`config.mk`:
```
export PLATFORM = sky130hd
export DESIGN_NAME = platform_rng_sched_flat
export DESIGN_NICKNAME = d
export VERILOG_FILES = /design/src/rtl/platform_rng_pkg.sv /design/src/rtl/platform_rng_sched_if.sv /design/src/rtl/rng_lfsr9.sv /design/src/rtl/platform_rng_sched.sv /design/src/flat_wrapper.sv
export SDC_FILE = /design/constraint.sdc
export NUM_CORES = 1
export LEC_CHECK = 0
export BUFFER_PORTS_ARGS = -buffer_cell sky130_fd_sc_hd__buf_2
export CAP_MARGIN = 10
export CORE_ASPECT_RATIO = 2
export CORE_MARGIN = 4
export CORE_UTILIZATION = 55
export CTS_CLUSTER_SIZE = 28
export DETAILED_ROUTE_END_ITERATION = 8
export PLACE_DENSITY = 0.89
export REMOVE_ABC_BUFFERS = 1
export SYNTH_ARGS = -nofsm -noshare
export SYNTH_HDL_FRONTEND = slang
export SYNTH_SLANG_ARGS = --single-unit
```
`constraint.sdc`:
```
create_clock -name Clk -period 2.4 [get_ports Clk]
set_input_delay 0.48 -clock Clk [delete_from_list [all_inputs] [get_ports Clk]]
set_output_delay 0.48 -clock Clk [all_outputs]
set_load 0.03 [all_outputs]
```
`src/rtl/platform_rng_pkg.sv`:
```
// rtl/platform_rng_pkg.sv - shared state type and LFSR constants for the platform RNG scheduler
package platform_rng_pkg;

    localparam int LFSR_W = 9;
    localparam int TAP_HI = 8;
    localparam int TAP_LO = 4;
    localparam logic [LFSR_W-1:0] LFSR_LOCKUP = 9'h1FF;

    typedef enum logic [1:0] {
        ST_IDLE  = 2'd0,
        ST_STEP  = 2'd1,
        ST_GRANT = 2'd2
    } sched_state_e;

endpackage

```
`src/rtl/platform_rng_sched_if.sv`:
```
// rtl/platform_rng_sched_if.sv - request/grant/random bus; seed_load/seed_in exist only with RNG_RESEED_EN
interface platform_rng_sched_if #(parameter int N_REQ = 4);
    import platform_rng_pkg::*;

    logic              en;
    logic [N_REQ-1:0]  req;
    logic [N_REQ-1:0]  gnt;
    logic [LFSR_W-1:0] rand_out;
    logic              rand_valid;
    logic              busy;

`ifdef RNG_RESEED_EN
    logic              seed_load;
    logic [LFSR_W-1:0] seed_in;

    modport master (output en, req, seed_load, seed_in, input gnt, rand_out, rand_valid, busy);
    modport slave  (input en, req, seed_load, seed_in, output gnt, rand_out, rand_valid, busy);
`else
    modport master (output en, req, input gnt, rand_out, rand_valid, busy);
    modport slave  (input en, req, output gnt, rand_out, rand_valid, busy);
`endif

endinterface

```
`src/rtl/rng_lfsr9.sv`:
```
// rtl/rng_lfsr9.sv - 9-bit XNOR LFSR with load port and all-ones lockup recovery to SEED
module rng_lfsr9
    import platform_rng_pkg::*;
#(
    parameter logic [LFSR_W-1:0] SEED = 9'h0A5
) (
    input  logic              Clk,
    input  logic              Reset,
    input  logic              shift,
    input  logic              load,
    input  logic [LFSR_W-1:0] load_val,
    output logic [LFSR_W-1:0] q
);

    logic [LFSR_W-1:0] q_q, q_d;

    // All-ones is the XNOR lockup state; escape it through SEED instead of shifting
    always_comb begin
        q_d = q_q;
        if (load) begin
            q_d = load_val;
        end else if (shift) begin
            if (q_q == LFSR_LOCKUP) begin
                q_d = SEED;
            end else begin
                q_d = {q_q[LFSR_W-2:0], ~(q_q[TAP_HI] ^ q_q[TAP_LO])};
            end
        end
    end

    always_ff @(posedge Clk or posedge Reset) begin
        if (Reset) begin
            q_q <= SEED;
        end else begin
            q_q <= q_d;
        end
    end

    assign q = q_q;

endmodule

```
`src/rtl/platform_rng_sched.sv`:
```
// rtl/platform_rng_sched.sv - round-robin scheduler handing out LFSR values; RNG_RESEED_EN adds seed reload
module platform_rng_sched
    import platform_rng_pkg::*;
#(
    parameter int                N_REQ = 4,
    parameter int                STEPS = 9,
    parameter logic [LFSR_W-1:0] SEED  = 9'h0A5
) (
    input  logic                Clk,
    input  logic                Reset,
    platform_rng_sched_if.slave bus
);

    localparam int                IDX_W     = (N_REQ > 1) ? $clog2(N_REQ) : 1;
    localparam int                SUM_W     = IDX_W + 1;
    localparam logic [3:0]        LAST_STEP = 4'(STEPS - 1);
    localparam logic [IDX_W-1:0]  LAST_IDX  = IDX_W'(N_REQ - 1);

    sched_state_e      state_q, state_d;
    logic [3:0]        cnt_q, cnt_d;
    logic [IDX_W-1:0]  win_q, win_d;
    logic [IDX_W-1:0]  rr_ptr_q, rr_ptr_d;
    logic [LFSR_W-1:0] rand_q, rand_d;

    logic [LFSR_W-1:0] lfsr;
    logic              lfsr_shift;
    logic              lfsr_load;
    logic [LFSR_W-1:0] lfsr_load_val;
    logic              abort;
    logic              fire;
    logic              rr_hit;
    logic [IDX_W-1:0]  rr_pick;
    logic [SUM_W-1:0]  rr_sum;
    logic [IDX_W-1:0]  rr_idx;
    logic [N_REQ-1:0]  gnt;

`ifdef RNG_RESEED_EN
    assign abort         = bus.seed_load;
    assign lfsr_load     = bus.seed_load;
    assign lfsr_load_val = (bus.seed_in == LFSR_LOCKUP) ? SEED : bus.seed_in;
`else
    assign abort         = 1'b0;
    assign lfsr_load     = 1'b0;
    assign lfsr_load_val = SEED;
`endif

    // First requester at or after rr_ptr, wrapping modulo N_REQ
    always_comb begin
        rr_hit  = 1'b0;
        rr_pick = rr_ptr_q;
        rr_sum  = '0;
        rr_idx  = '0;
        for (int k = 0; k < N_REQ; k++) begin
            rr_sum = {1'b0, rr_ptr_q} + SUM_W'(k);
            if (rr_sum >= SUM_W'(N_REQ)) begin
                rr_sum = rr_sum - SUM_W'(N_REQ);
            end
            rr_idx = rr_sum[IDX_W-1:0];
            if (!rr_hit && bus.req[rr_idx]) begin
                rr_hit  = 1'b1;
                rr_pick = rr_idx;
            end
        end
    end

    always_comb begin
        state_d    = state_q;
        cnt_d      = cnt_q;
        win_d      = win_q;
        rr_ptr_d   = rr_ptr_q;
        rand_d     = rand_q;
        lfsr_shift = 1'b0;
        fire       = 1'b0;
        if (abort) begin
            state_d = ST_IDLE;
            cnt_d   = '0;
        end else if (bus.en) begin
            case (state_q)
                ST_IDLE: begin
                    if (rr_hit) begin
                        win_d   = rr_pick;
                        cnt_d   = '0;
                        state_d = ST_STEP;
                    end
                end
                ST_STEP: begin
                    lfsr_shift = 1'b1;
                    cnt_d      = cnt_q + 4'd1;
                    if (cnt_q == LAST_STEP) begin
                        state_d = ST_GRANT;
                    end
                end
                ST_GRANT: begin
                    // A winner that withdrew forfeits the slot without moving the pointer
                    if (bus.req[win_q]) begin
                        fire     = 1'b1;
                        rand_d   = lfsr;
                        rr_ptr_d = (win_q == LAST_IDX) ? '0 : win_q + IDX_W'(1);
                    end
                    state_d = ST_IDLE;
                end
                default: state_d = ST_IDLE;
            endcase
        end
    end

    always_ff @(posedge Clk or posedge Reset) begin
        if (Reset) begin
            state_q  <= ST_IDLE;
            cnt_q    <= '0;
            win_q    <= '0;
            rr_ptr_q <= '0;
            rand_q   <= '0;
        end else begin
            state_q  <= state_d;
            cnt_q    <= cnt_d;
            win_q    <= win_d;
            rr_ptr_q <= rr_ptr_d;
            rand_q   <= rand_d;
        end
    end

    always_comb begin
        gnt = '0;
        if (fire) begin
            gnt[win_q] = 1'b1;
        end
    end

    assign bus.gnt        = gnt;
    assign bus.rand_valid = fire;
    assign bus.rand_out   = fire ? lfsr : rand_q;
    assign bus.busy       = (state_q != ST_IDLE);

    rng_lfsr9 #(.SEED(SEED)) u_lfsr (
        .Clk      (Clk),
        .Reset    (Reset),
        .shift    (lfsr_shift),
        .load     (lfsr_load),
        .load_val (lfsr_load_val),
        .q        (lfsr)
    );

endmodule

```
`src/flat_wrapper.sv`:
```
// flat-port wrapper written by rule: the top's interface ports become plain ports
module platform_rng_sched_flat import platform_rng_pkg::*;
#(
    parameter int                N_REQ = 4,
    parameter int                STEPS = 9,
    parameter logic [LFSR_W-1:0] SEED  = 9'h0A5
)
  (Clk, Reset, bus_en, bus_req, bus_gnt, bus_rand_out, bus_rand_valid, bus_busy);
  platform_rng_sched_if #(.N_REQ(N_REQ)) bus_i ();
  input  logic Clk;
  input  logic Reset;
  input wire logic [$bits(bus_i.en)-1:0] bus_en;
  input wire logic [$bits(bus_i.req)-1:0] bus_req;
  output wire logic [$bits(bus_i.gnt)-1:0] bus_gnt;
  output wire logic [$bits(bus_i.rand_out)-1:0] bus_rand_out;
  output wire logic [$bits(bus_i.rand_valid)-1:0] bus_rand_valid;
  output wire logic [$bits(bus_i.busy)-1:0] bus_busy;
  assign bus_i.en = bus_en;
  assign bus_i.req = bus_req;
  assign bus_gnt = bus_i.gnt;
  assign bus_rand_out = bus_i.rand_out;
  assign bus_rand_valid = bus_i.rand_valid;
  assign bus_busy = bus_i.busy;
  platform_rng_sched #(.N_REQ(N_REQ), .STEPS(STEPS), .SEED(SEED)) u_core (.Clk(Clk), .Reset(Reset), .bus(bus_i));
endmodule
```
After elaboration in Yosys (flattened, before gate mapping)
Index checks and enable logic that the tools add are counted.
{"block": "classes", "n_addsub": 9, "magnitude_cmp": 10, "n_eq_ne": 7, "muxes": 38, "bitwise": 2, "reduce_logical": 14}
{"cell": "two-way mux 2 bit", "count": 11}
{"cell": "two-way mux 9 bit", "count": 2}
{"cell": "< comparator 2 x 3 -> 1 bit (second input constant)", "count": 5}
{"cell": "two-way mux 1 bit", "count": 15}
{"cell": "AND reduction 3 bit", "count": 4}
{"cell": "binary-select mux 1 bit (select 2 bit)", "count": 5}
{"cell": "equality test 9 bit (second input constant)", "count": 1}
{"cell": "greater-or-equal comparator 3 bit (second input constant)", "count": 3}
{"cell": "two-way mux 4 bit", "count": 2}
{"cell": "case mux 4 bit (2 select lines)", "count": 1}
{"cell": "subtractor 2 x 1 -> 2 bit (second input constant)", "count": 4}
{"cell": "adder 2 x 2 -> 3 bit (second input constant)", "count": 2}
{"cell": "adder 4 x 1 -> 4 bit (second input constant)", "count": 1}
{"cell": "equality test 2 bit (second input constant)", "count": 2}
{"cell": "equality test 4 bit (second input constant)", "count": 1}
{"cell": "logical AND 1 bit", "count": 4}
{"cell": "!= test 2 x 1 -> 1 bit (second input constant)", "count": 2}
{"cell": "case mux 2 bit (2 select lines)", "count": 1}
{"cell": "nonzero test 2 bit", "count": 2}
{"cell": "adder 2 x 1 -> 3 bit (second input constant)", "count": 1}
{"cell": "greater-or-equal comparator 2 x 3 -> 1 bit (second input constant)", "count": 1}
{"cell": "zero test 1 bit", "count": 3}
{"cell": "adder 2 x 1 -> 2 bit (second input constant)", "count": 1}
{"cell": "demux 1 bit (select 2 bit)", "count": 1}
{"cell": "other kinds (5)", "count": 5}
{"block": "totals", "reg_bits": 28, "inputBits": 7, "output_inout_bits": 15, "elab_cells": 86}

Logic depth before layout (Yosys ltp)
{"block": "logic_depth", "word_depth": 16, "mapped_depth": 6, "depth_no_buf": 6}

Cells and area by module
Synthesis repeated with hierarchy kept, for this count alone.
{"block": "hier_totals", "hier_cells": 158, "hier_area_um2": 1730.4}
{"mod": "platform_rng_sched", "n_inst": 1, "cells_each": 104, "area_each_um2": 1201.2, "seq_area_each_um2": 475.5}
{"mod": "rng_lfsr9", "n_inst": 1, "cells_each": 54, "area_each_um2": 529.3, "seq_area_each_um2": 230.2}

Least setup slack after synthesis
OpenSTA, ideal clock, no wires.
{"block": "synth_path", "path_type": "input-to-output", "startpoint": "input port bus_req[3]", "endpoint": "output port bus_rand_out[3]", "arrival_ns": 1.642, "t_required_ns": 1.920, "setup_slack_ns": 0.278, "cell_stages": 4, "path_buffers": 1, "cell_sequence": "mux4_2 -> nand2_4 -> buf_12 -> mux2_2"}
{"block": "synth_via", "elab_chain_cells": 6}
{"item": "from (decl)", "line_no": "flat_wrapper.sv:13", "text": "input wire logic [$bits(bus_i.req)-1:0] bus_req;"}
{"item": "binary-select mux 1 bit (select 2 bit)", "line_no": "platform_rng_sched.sv:95", "text": "if (bus.req[win_q]) begin"}
{"item": "two-way mux 1 bit (implied by the code)", "line_no": "platform_rng_sched.sv:95"}
{"item": "two-way mux 1 bit", "line_no": "platform_rng_sched.sv:95"}
{"item": "two-way mux 1 bit", "line_no": "platform_rng_sched.sv:78", "text": "case (state_q)"}
{"item": "two-way mux 1 bit", "line_no": "platform_rng_sched.sv:77", "text": "end else if (bus.en) begin"}
{"item": "two-way mux 9 bit", "line_no": "platform_rng_sched.sv:132", "text": "assign bus.rand_out = fire ? lfsr : rand_q;"}
{"item": "to (decl)", "line_no": "flat_wrapper.sv:15", "text": "output wire logic [$bits(bus_i.rand_out)-1:0] bus_rand_out;"}
Every way passes these cells. The select of a mux whose other input is x is not followed.

Worst setup path after layout
{"block": "layout_path", "startpoint": "register u_core.win_q[0]", "endpoint": "output port bus_rand_out[8]"}
{"block": "layout_via", "elab_chain_cells": 6}
{"item": "from (decl)", "line_no": "platform_rng_sched.sv:21", "text": "logic [IDX_W-1:0] win_q, win_d;"}
{"item": "from (signal assigned)", "line_no": "platform_rng_sched.sv:117", "text": "win_q <= win_d;"}
{"item": "binary-select mux 1 bit (select 2 bit)", "line_no": "platform_rng_sched.sv:95"}
{"item": "two-way mux 1 bit (implied by the code)", "line_no": "platform_rng_sched.sv:95"}
{"item": "two-way mux 1 bit", "line_no": "platform_rng_sched.sv:95"}
{"item": "two-way mux 1 bit", "line_no": "platform_rng_sched.sv:78"}
{"item": "two-way mux 1 bit", "line_no": "platform_rng_sched.sv:77"}
{"item": "two-way mux 9 bit", "line_no": "platform_rng_sched.sv:132"}
Every way passes these cells. The select of a mux whose other input is x is not followed.

==> flow_metrics.env <==
export IMPL_placementRows=27
export IMPL_ctsHoldBuffers=0
export IMPL_initial_utilization_pct=56.4
export IMPL_dieWidth_um=45.5
export IMPL_cts_tree="built"
export IMPL_r2r_start="u_core.win_q[0]$_DFFE_PP0P_"
export IMPL_layout_nets=192
export IMPL_finalCritPeriodShare_pct=99.1
export IMPL_synth_top_area_share_pct=38.9
export IMPL_cp_start_kind="flip-flop"
export IMPL_portBuffers=21
export IMPL_drt_iter0_drc=11
export IMPL_finalNonFillerCells=207
export IMPL_place_ws_ns=0.0127
export IMPL_whs_ns=0.244
export IMPL_grt_ovfl_total=0
export IMPL_grt_max_degree=29
export IMPL_worst_slew_pin_slew_ns=0.508
export IMPL_cpPeakStageDelay_ns=0.63
export IMPL_r2r_slack_ns=0.50
export IMPL_finalCriticalPeriod_ns=2.38
export IMPL_die_h_um=82.9
export IMPL_avgSynthCellArea_um2=11.0
export IMPL_grt_pass1_wl_um=5160
export IMPL_clk_pin_slew_ns=0.10
export IMPL_synth_cells=141
export IMPL_nFillCells=178
export IMPL_hpwlAfterDp_um=2100
export IMPL_cts_inserted_buffers=3
export IMPL_path_cells="mux4_2, nand2_8, mux2_4, buf_6"
export IMPL_final_area_um2=1910
export IMPL_synth_top_family_by_area="multiplexers"
export IMPL_critPathMaxFanout=8
export IMPL_ios=22
export IMPL_synth_distinct_cells=34
export IMPL_core_area_um2=2740
export IMPL_place_congestion=0.829
export IMPL_synth_xor_area_share_pct=1.70
export IMPL_totalNegativeSetupSlack_ns=0
export IMPL_r2r_cells=6
export IMPL_finalPower_mw=1.77
export IMPL_critPathRequiredTime_ns=1.92
export IMPL_max_slew_margin_pct=65.9
export IMPL_synthArstFlopShare_pct=100
export IMPL_synth_top_area_cell="dfrtp_1"
export IMPL_grt_usage_pct=18.0
export IMPL_yosysWarnings=0
export IMPL_h_tree_depth=1
export IMPL_wl_um=3110
export IMPL_synth_edf_count=0
export IMPL_yosys_area_share_simple_pct=17.7
export IMPL_hold_violations=0
export IMPL_hold_class="primary input to async pin"
export IMPL_drive_above_1_share_pct=41.0
export IMPL_clk_path_buf_depth=2
export IMPL_synthesis_area_um2=1540
export IMPL_fmax_ghz=0.420
export IMPL_cts_root_buf="clkbuf_8"
export IMPL_drv_cap=0
export IMPL_pwr_density_cell_nw_per_um2=928
export IMPL_ant_nets=0
export IMPL_first_global_vias=1176
export IMPL_crit_path_top_delay_cell="mux4_2"
export IMPL_maxSlewViolCount=0
export IMPL_post_route_util_pct=69.8
export IMPL_vias=1145
export IMPL_n_antenna_cell=0
export IMPL_arrival_ns=1.90
export IMPL_syn_to_final_growth_pct=23.7
export IMPL_status="complete, no violations"
export IMPL_path_class="flip-flop to output port"
export IMPL_final_setup_worst_slack_ns=0.0215
export IMPL_insertion_delay_ns=0.28
export IMPL_end_kind="output port"
export IMPL_viasPerCell=5.53
export IMPL_yosys_top_cells_area="dfrtp_1 39%, mux2_4 9.7%, dfstp_2 6.8%"
export IMPL_synthAdderAreaFrac_pct=4.86
export IMPL_ir_drop_mv=0.580
export IMPL_r2r_end="u_core.rand_q[8]$_DFFE_PP0P_"
export IMPL_setup_viol=0
export IMPL_wire_per_inst_um=15.0
export IMPL_antenna_found_initial=0
export IMPL_muxShareOfSynthArea_pct=17.7
export IMPL_dr_pass1_iters=4
export IMPL_rsz0062_at_grt="yes"
export IMPL_place_area_um2=1700
export IMPL_synth_seq_cells=28
export IMPL_ys_seq_area_share_pct=45.7
export IMPL_ys_flop_type="dfrtp_1"
export IMPL_drc=0
export IMPL_die_area_um2=3770
export IMPL_final_setup_skew_ns=0.0121
export IMPL_synth_compound_area_share_pct=7.29
export IMPL_clock_sinks=28
export IMPL_power_leakage_nw=1.00
export IMPL_path_buf_inv=1
export IMPL_dp_cells=195
export IMPL_cp_top_family="multiplexers"
[cell families after synthesis]
family / after synthesis
buffers and inverters: 12
muxes: 20
xor gates and xnor gates: 3
DFF: 28
AOI/OAI and AO/OA: 19
adders and majority gates: 6
and+or+nand+nor: 53
[how the worst max path moves through the flow]
stage,slack [ns],depth (start not counted),startpoint,to
global placement,0.04,5,bus_req[3],bus_rand_out[4]
floorplan,0.23,3,bus_req[3],bus_rand_out[3]
CTS,-0.02,4,u_core.win_q[0]$_DFFE_PP0P_,bus_rand_out[8]
finish,0.02,4,u_core.win_q[0]$_DFFE_PP0P_,bus_rand_out[8]
global route,-0.04,4,u_core.win_q[0]$_DFFE_PP0P_,bus_rand_out[2]
detailed placement,0.01,5,bus_req[3],bus_rand_out[7]
[where the power goes]
| part | internal [mW] | total, mW | leakage [nW] | switching (mW) |
|---|---|---|---|---|
| combinational | 0.271 | 0.599 | 0.608 | 0.327 |
| sequential | 0.640 | 0.807 | 0.360 | 0.167 |
| clock | 0.223 | 0.367 | 0.0357 | 0.144 |
[tightest hold or removal path, delay by kind of cell]
| kind | cells | cell delay (ns) |
|---|---|---|
| buffers and inverters | 3 | 0.45 |
[sequential cells by signal, indices dropped and copies added (netlist names)]
name and flops:
u_core.rand_q 9, u_core.cnt_q 4, u_core.win_q 2, u_core.u_lfsr.q 9, u_core.rr_ptr_q 2, u_core.state_q 2
[cell type report]
class                      instances  area (um^2)  area share [%]
clock buffer                       3         41.3            2.16
clock inverter                     1         30.0            1.57
inverter                           8         30.0            1.57
multi-input combinational        102          800            41.8
sequential                        28          706            36.9
tap                               29         36.3            1.90
timing repair buffer              36          268            14.0
[cells in the mapped netlist, types with 4 or more instances]
library cell,n
o21ai_0,10
ha_1,6
mux2_2,9
nand2_1,24
nor2_1,7
dfstp_2,4
and3_2,4
dfrtp_1,24
mux2_4,10
inv_1,8
[metal layers]
metal / track usage (%) / wire length [um] / part of all wire (%)
met5: 0 / 0 / 0
met1: 20.8 / 1270 / 41
met3: 3.69 / 116 / 3.7
met2: 30.2 / 1690 / 54
met4: 7.47 / 31 / 1.0
[what timing repair did]
item                                    CTS  global route
endpoints found under the hold margin     0             0
resized for setup                        22             0
setup buffers                             5             2
pin swaps                                 2             1
endpoints found under the setup margin   10            10
cloned                                    1             0
[cells in the final DEF, fill, tap and decap left out, drive strengths merged, types with 3 or more instances in the layout]
cell	instances
inv	8
buf	36
nand4	3
ha	6
mux2	19
nor2b	3
xor2	3
nor2	7
clkbuf	3
and3	4
dfstp	4
nand2	26
o21ai	10
dfrtp	24
Note: power is estimated with default switching activity, not from simulation.
